$ cat config.mk
export PLATFORM = sky130hd
export DESIGN_NAME = texture_writer_flat
export DESIGN_NICKNAME = d
export VERILOG_FILES = /design/src/rtl/gpu_pkg.sv /design/src/rtl/texture_writer_if.sv /design/src/rtl/texture_writer.sv /design/src/flat_wrapper.sv
export SDC_FILE = /design/constraint.sdc
export NUM_CORES = 1
export LEC_CHECK = 0
export CORE_UTILIZATION = 41
export DETAILED_ROUTE_END_ITERATION = 16
export GPL_TIMING_DRIVEN = 0
export PLACE_DENSITY = 0.78
export SYNTH_ARGS = -nofsm -noshare
export SYNTH_HDL_FRONTEND = slang
export SYNTH_SLANG_ARGS = --single-unit
$ cat constraint.sdc
create_clock -name clk -period 2.4 [get_ports clk]
set_clock_uncertainty 0.2 [all_clocks]
set_input_delay 0.24 -clock clk [delete_from_list [all_inputs] [get_ports clk]]
set_output_delay 0.24 -clock clk [all_outputs]
set_load 0.01 [all_outputs]
$ cat src/rtl/gpu_pkg.sv
// Shared GPU types: AXI write response codes and the texture upload FSM states.
// Pure declarations; no latency or backpressure of its own.
package gpu_pkg;

    typedef enum logic [1:0] {
        OKAY   = 2'd0,
        EXOKAY = 2'd1,
        SLVERR = 2'd2,
        DECERR = 2'd3
    } axi_resp_t;

    typedef enum logic [1:0] {
        IDLE,
        FETCH,
        SEND,
        RESP
    } texture_writer_state_t;

endpackage

$ cat src/rtl/texture_writer_if.sv
// Command, data stream and AXI4-Lite write channels of the texture uploader.
// master = uploader side, slave = loader/stream/RAM side; all handshakes are valid/ready.
interface texture_writer_if #(
    parameter int ADDR_WIDTH = 22,
    parameter int DATA_WIDTH = 32,
    parameter int LEN_WIDTH  = 16
);
    logic [ADDR_WIDTH-1:0] cmd_addr;
    logic [LEN_WIDTH-1:0]  cmd_len;
    logic                  cmd_valid;
    logic                  cmd_ready;

    logic [DATA_WIDTH-1:0] s_data;
    logic                  s_valid;
    logic                  s_ready;

    logic [ADDR_WIDTH-1:0] awaddr;
    logic [2:0]            awprot;
    logic                  awvalid;
    logic                  awready;
    logic [DATA_WIDTH-1:0] wdata;
    logic                  wvalid;
    logic                  wready;
    logic [1:0]            bresp;
    logic                  bvalid;
    logic                  bready;

    modport master (
        input  cmd_addr, cmd_len, cmd_valid,
        output cmd_ready,
        input  s_data, s_valid,
        output s_ready,
        output awaddr, awprot, awvalid,
        input  awready,
        output wdata, wvalid,
        input  wready,
        input  bresp, bvalid,
        output bready
    );

    modport slave (
        output cmd_addr, cmd_len, cmd_valid,
        input  cmd_ready,
        output s_data, s_valid,
        input  s_ready,
        input  awaddr, awprot, awvalid,
        output awready,
        input  wdata, wvalid,
        output wready,
        output bresp, bvalid,
        input  bready
    );

endinterface

$ cat src/rtl/texture_writer.sv
// Texture upload AXI4-Lite write master: one write per stream word, min 3 cycles/word, one outstanding.
// Stalls freely on stream, AW, W and B; valids held until their own handshake.
module texture_writer
    import gpu_pkg::*;
#(
    parameter int ADDR_WIDTH  = 22,
    parameter int DATA_WIDTH  = 32,
    parameter int LEN_WIDTH   = 16,
    parameter int ADDR_STRIDE = 1
) (
    input  logic             clk,
    input  logic             rst,
    texture_writer_if.master bus,
    output logic             busy,
    output logic             done,
    output logic             err
);

    texture_writer_state_t state;
    logic [ADDR_WIDTH-1:0] addr_q;
    logic [DATA_WIDTH-1:0] wdata_q;
    logic [LEN_WIDTH-1:0]  remaining;
    logic                  awvalid_q;
    logic                  wvalid_q;
    logic                  done_q;
    logic                  err_q;
    logic                  aw_hs;
    logic                  w_hs;

    assign aw_hs = awvalid_q && bus.awready;
    assign w_hs  = wvalid_q && bus.wready;

    always_ff @(posedge clk or posedge rst) begin
        if (rst) begin
            state     <= IDLE;
            addr_q    <= '0;
            wdata_q   <= '0;
            remaining <= '0;
            awvalid_q <= 1'b0;
            wvalid_q  <= 1'b0;
            done_q    <= 1'b0;
            err_q     <= 1'b0;
        end else begin
            done_q <= 1'b0;
            case (state)
                IDLE: begin
                    if (bus.cmd_valid) begin
                        addr_q    <= bus.cmd_addr;
                        remaining <= bus.cmd_len;
                        err_q     <= 1'b0;
                        if (bus.cmd_len == '0) begin
                            done_q <= 1'b1;
                        end else begin
                            state <= FETCH;
                        end
                    end
                end
                FETCH: begin
                    if (bus.s_valid) begin
                        wdata_q   <= bus.s_data;
                        awvalid_q <= 1'b1;
                        wvalid_q  <= 1'b1;
                        state     <= SEND;
                    end
                end
                SEND: begin
                    // A dropped valid doubles as the "channel finished" flag.
                    if (aw_hs) awvalid_q <= 1'b0;
                    if (w_hs)  wvalid_q  <= 1'b0;
                    if ((!awvalid_q || aw_hs) && (!wvalid_q || w_hs)) begin
                        state <= RESP;
                    end
                end
                RESP: begin
                    if (bus.bvalid) begin
                        err_q     <= err_q | (axi_resp_t'(bus.bresp) != OKAY);
                        addr_q    <= addr_q + ADDR_WIDTH'(ADDR_STRIDE);
                        remaining <= remaining - LEN_WIDTH'(1);
                        if (remaining == LEN_WIDTH'(1)) begin
                            done_q <= 1'b1;
                            state  <= IDLE;
                        end else begin
                            state <= FETCH;
                        end
                    end
                end
                default: state <= IDLE;
            endcase
        end
    end

    assign bus.cmd_ready = (state == IDLE);
    assign bus.s_ready   = (state == FETCH);
    assign bus.bready    = (state == RESP);
    assign bus.awaddr    = addr_q;
    assign bus.awprot    = 3'b000;
    assign bus.awvalid   = awvalid_q;
    assign bus.wdata     = wdata_q;
    assign bus.wvalid    = wvalid_q;
    assign busy          = (state != IDLE);
    assign done          = done_q;
    assign err           = err_q;

endmodule

$ cat src/flat_wrapper.sv
// flat-port wrapper written by rule: the top's interface ports become plain ports
module texture_writer_flat import gpu_pkg::*;
#(
    parameter int ADDR_WIDTH  = 22,
    parameter int DATA_WIDTH  = 32,
    parameter int LEN_WIDTH   = 16,
    parameter int ADDR_STRIDE = 1
)
  (clk, rst, busy, done, err, bus_cmd_addr, bus_cmd_len, bus_cmd_valid, bus_cmd_ready, bus_s_data, bus_s_valid, bus_s_ready, bus_awaddr, bus_awprot, bus_awvalid, bus_awready, bus_wdata, bus_wvalid, bus_wready, bus_bresp, bus_bvalid, bus_bready);
  texture_writer_if #(.ADDR_WIDTH(ADDR_WIDTH), .DATA_WIDTH(DATA_WIDTH), .LEN_WIDTH(LEN_WIDTH)) bus_i ();
  input  logic clk;
  input  logic rst;
  output logic busy;
  output logic done;
  output logic err;
  input wire logic [$bits(bus_i.cmd_addr)-1:0] bus_cmd_addr;
  input wire logic [$bits(bus_i.cmd_len)-1:0] bus_cmd_len;
  input wire logic [$bits(bus_i.cmd_valid)-1:0] bus_cmd_valid;
  output wire logic [$bits(bus_i.cmd_ready)-1:0] bus_cmd_ready;
  input wire logic [$bits(bus_i.s_data)-1:0] bus_s_data;
  input wire logic [$bits(bus_i.s_valid)-1:0] bus_s_valid;
  output wire logic [$bits(bus_i.s_ready)-1:0] bus_s_ready;
  output wire logic [$bits(bus_i.awaddr)-1:0] bus_awaddr;
  output wire logic [$bits(bus_i.awprot)-1:0] bus_awprot;
  output wire logic [$bits(bus_i.awvalid)-1:0] bus_awvalid;
  input wire logic [$bits(bus_i.awready)-1:0] bus_awready;
  output wire logic [$bits(bus_i.wdata)-1:0] bus_wdata;
  output wire logic [$bits(bus_i.wvalid)-1:0] bus_wvalid;
  input wire logic [$bits(bus_i.wready)-1:0] bus_wready;
  input wire logic [$bits(bus_i.bresp)-1:0] bus_bresp;
  input wire logic [$bits(bus_i.bvalid)-1:0] bus_bvalid;
  output wire logic [$bits(bus_i.bready)-1:0] bus_bready;
  assign bus_i.cmd_addr = bus_cmd_addr;
  assign bus_i.cmd_len = bus_cmd_len;
  assign bus_i.cmd_valid = bus_cmd_valid;
  assign bus_cmd_ready = bus_i.cmd_ready;
  assign bus_i.s_data = bus_s_data;
  assign bus_i.s_valid = bus_s_valid;
  assign bus_s_ready = bus_i.s_ready;
  assign bus_awaddr = bus_i.awaddr;
  assign bus_awprot = bus_i.awprot;
  assign bus_awvalid = bus_i.awvalid;
  assign bus_i.awready = bus_awready;
  assign bus_wdata = bus_i.wdata;
  assign bus_wvalid = bus_i.wvalid;
  assign bus_i.wready = bus_wready;
  assign bus_i.bresp = bus_bresp;
  assign bus_i.bvalid = bus_bvalid;
  assign bus_bready = bus_i.bready;
  texture_writer #(.ADDR_WIDTH(ADDR_WIDTH), .DATA_WIDTH(DATA_WIDTH), .LEN_WIDTH(LEN_WIDTH), .ADDR_STRIDE(ADDR_STRIDE)) u_core (.clk(clk), .rst(rst), .bus(bus_i), .busy(busy), .done(done), .err(err));
endmodule
==> results.ini <==
[finish]
fill_cells=794
antenna_cells=0
fin_area_sq_um=5780
syn_to_final_growth_pct=47.0
nNetsFinal=633
drive_gt1_share_pct=15.0
regArea_sq_um=1900
multi_input_area_sq_um=1940
layout_commonest_cell=clkdlybuf4s50_1
final_cell_mix=clkdlybuf4s50_1, dfrtp_1, nor2_1

[pwr]
p_switching_mw=3.29
p_int_mw=4.55
pwr_density_cell_nw_per_um2=1360
p_total_mw=7.84
p_sw_share_pct=42.0
p_leak_nw=2.31
seqPwrFrac_pct=32.9
clockPowerShare_pct=11.9
p_comb_share_pct=55.2
irDropWorstVdd_mv=0.705

[yosys]
synth_cell_types=63
syn_area_per_cell_sq_um=10.1
ys.warnings.count=0
ys_ff_latch=76
synth-edff-count=0
async_flop_share_pct=100
yosysSeqAreaShare_pct=48.3
syn_inst=390
synth_ff_type=dfrtp_1
synth_area_sq_um=3930

[floorplanning]
dieHeight_um=100
die-area_sq_um=9990
fp.dieW_um=100
core_region_area_sq_um=9280
ios=144
num_rows=35
start_util_pct=42.4

[timing]
setup_violations=0
hold_viol=0
period_minus_slack_ns=2.27
fin_crit_sh_pct=94.6
fmax_ghz=0.440
worst_pin_slew_ns=0.600
relSlewSlack_pct=60.0
drv_slew=0
whs_ns=0.0195

[routing]
drt_iter0_drc=236
ant_nets=0
finalWirelength_mm=12.0
wl_per_cell_um=17.6
drc=0
first_pass_iters=5
vias=3852
via_per_inst=5.66

[setup_path]
path_class=register to register
start_kind=register
path_max_fanout=10
r2r_start=u_core.state[1]$_DFFE_PP0P_
ff2ff_setup_slack_ns=0.13
arrival_ns=2.31
critPathLaunch=u_core.state[1]$_DFFE_PP0P_
r2r-end=u_core.remaining[5]$_DFFE_PP0P_
cp-end-kind=register
crit_required_ns=2.44
reg2reg_depth=7
cp-endpoint=u_core.remaining[5]$_DFFE_PP0P_

[grt]
busiest_layer=met2
globalRouteOverflowTotal=0
grt_util_all_layers_pct=24.7
grt_util_met3_pct=5.50
grt_max_degree=51
grt_use_met2_pct=40.9
gr-usage-met1_pct=32.1
antenna_found_initial=0
grt_pass1_wl_mm=19.2
grt_pass1_vias=3775

[placement]
portBuffers=140
post-dp-hpwl_mm=8.91
gp_congestion=0.884
placedInstanceArea_sq_um=5530

[cts]
postCtsHoldBufs=0
path_clk_slew_ns=0.09
h-tree-depth=3
clk_latency_ns=0.35
root_buffer=clkbuf_8
cts_tree=yes
cts_sinks=76
cts_buffers=9
cts.path.max_buffers=2

[run]
drv_cap=0

[status]
status=completed

[hold_path]
hp-class=input pin to async pin

## per-layer routing
layer / part of all wire, % / up-vias / routed length [um]
met1: 42 / 1860 / 5050
met5: 0 / - / 0
met2: 48 / 199 / 5780
li1: - / 1776 / -
met4: 1.2 / 0 / 138
met3: 8.5 / 17 / 1020
## flip-flops by register name (all words and copies together), names as in the netlist
register	cells
u_core.remaining	16
u_core.bus.awvalid	1
u_core.bus.awaddr	22
u_core.err	1
u_core.bus.wvalid	1
u_core.state	2
u_core.done	1
u_core.bus.wdata	32
## logic make-up after synthesis
| group | after synthesis | share of synthesized area, % |
|---|---|---|
| AOI/OAI and AO/OA | 104 | 17.4 |
| adders and majority gates | 7 | 2.23 |
| buffers and inverters | 31 | 3.40 |
| DFF | 76 | 48.3 |
| muxes | 36 | 10.2 |
| other | 1 | 0.0953 |
| and+or+nand+nor | 135 | 18.3 |
## worst max-delay path, cell delays in order (launching register included)
cell      delay [ns]
dfrtp_1         0.42
ha_1            0.23
buf_2           0.24
and3_1          0.18
clkbuf_1        0.26
buf_2           0.33
nand4_1         0.13
o221a_2         0.15
## area by class of cell
class	count	area share [%]
sequential	76	32.9
timing repair buffer	144	25.1
inverter	10	0.692
buffer	21	1.82
clock inverter	6	0.800
multi-input combinational	285	33.5
clock buffer	10	2.38
tap	129	2.79
## Yosys cell counts, drive strengths merged (3+ instances only)
| cell | n | area (sq um) |
|---|---|---|
| clkbuf | 6 | 22.5 |
| mux2i | 3 | 30.0 |
| a211oi | 3 | 22.5 |
| and3 | 5 | 31.3 |
| nor2 | 36 | 135 |
| o22ai | 17 | 106 |
| nor4 | 7 | 56.3 |
| nand4 | 11 | 75.1 |
| buf | 15 | 73.8 |
| nand2b | 3 | 18.8 |
| dfrtp | 76 | 1900 |
| ha | 7 | 87.6 |
| a21oi | 32 | 164 |
| nand3 | 15 | 75.1 |
| a2bb2oi | 4 | 41.3 |
| inv | 10 | 37.5 |
| mux2 | 33 | 372 |
| nor3 | 16 | 96.4 |
| o21ai | 19 | 95.1 |
| nand2 | 27 | 101 |
| a311oi | 5 | 43.8 |
## worst min-delay path by stage
stage / end / slack [ns] / from / depth (start not counted)
after floorplan: u_core.bus.awaddr[12]$_DFFE_PP0P_ / 0.16 / bus_cmd_addr[12] / 1
after global placement: u_core.remaining[15]$_DFFE_PP0P_ / 0.26 / u_core.remaining[15]$_DFFE_PP0P_ / 1
after detailed placement: u_core.remaining[15]$_DFFE_PP0P_ / 0.28 / u_core.remaining[15]$_DFFE_PP0P_ / 1
after CTS: u_core.bus.wdata[19]$_DFFE_PP0P_ / 0.02 / rst / 2
after global routing: u_core.bus.wdata[19]$_DFFE_PP0P_ / 0.06 / rst / 2
final: u_core.bus.awaddr[16]$_DFFE_PP0P_ / 0.02 / rst / 2
## per-stage QoR
stage	setup slack (ns)	std cells	TNS [ns]	util, %
floorplan	0.0217	392	0	-
global placement	-1.23	661	-93.68	59.3
detailed placement	-0.226	662	-1.84	59.6
CTS	0.00662	681	0	61.9
global route	-0.00470	681	-0.00470	62.3
finish	0.129	681	0	62.3
## power by group through the flow
stage          Sequential [mW]  Clock (mW)  Combinational (mW)
2_1_floorplan             2.71           0                2.14
3_3_place_gp              2.55           0                4.07
3_5_place_dp              2.59           0                4.18
4_1_cts                   2.57       0.948                4.27
5_1_grt                   2.68        1.00                4.70
6_report                  2.58       0.931                4.33
## repair_timing
item	in CTS	in global routing
buffers inserted	3	0
gates resized for setup	5	9
setup endpoints to repair	31	31
pin swaps	1	0
Power figures use the tool's default switching activity.
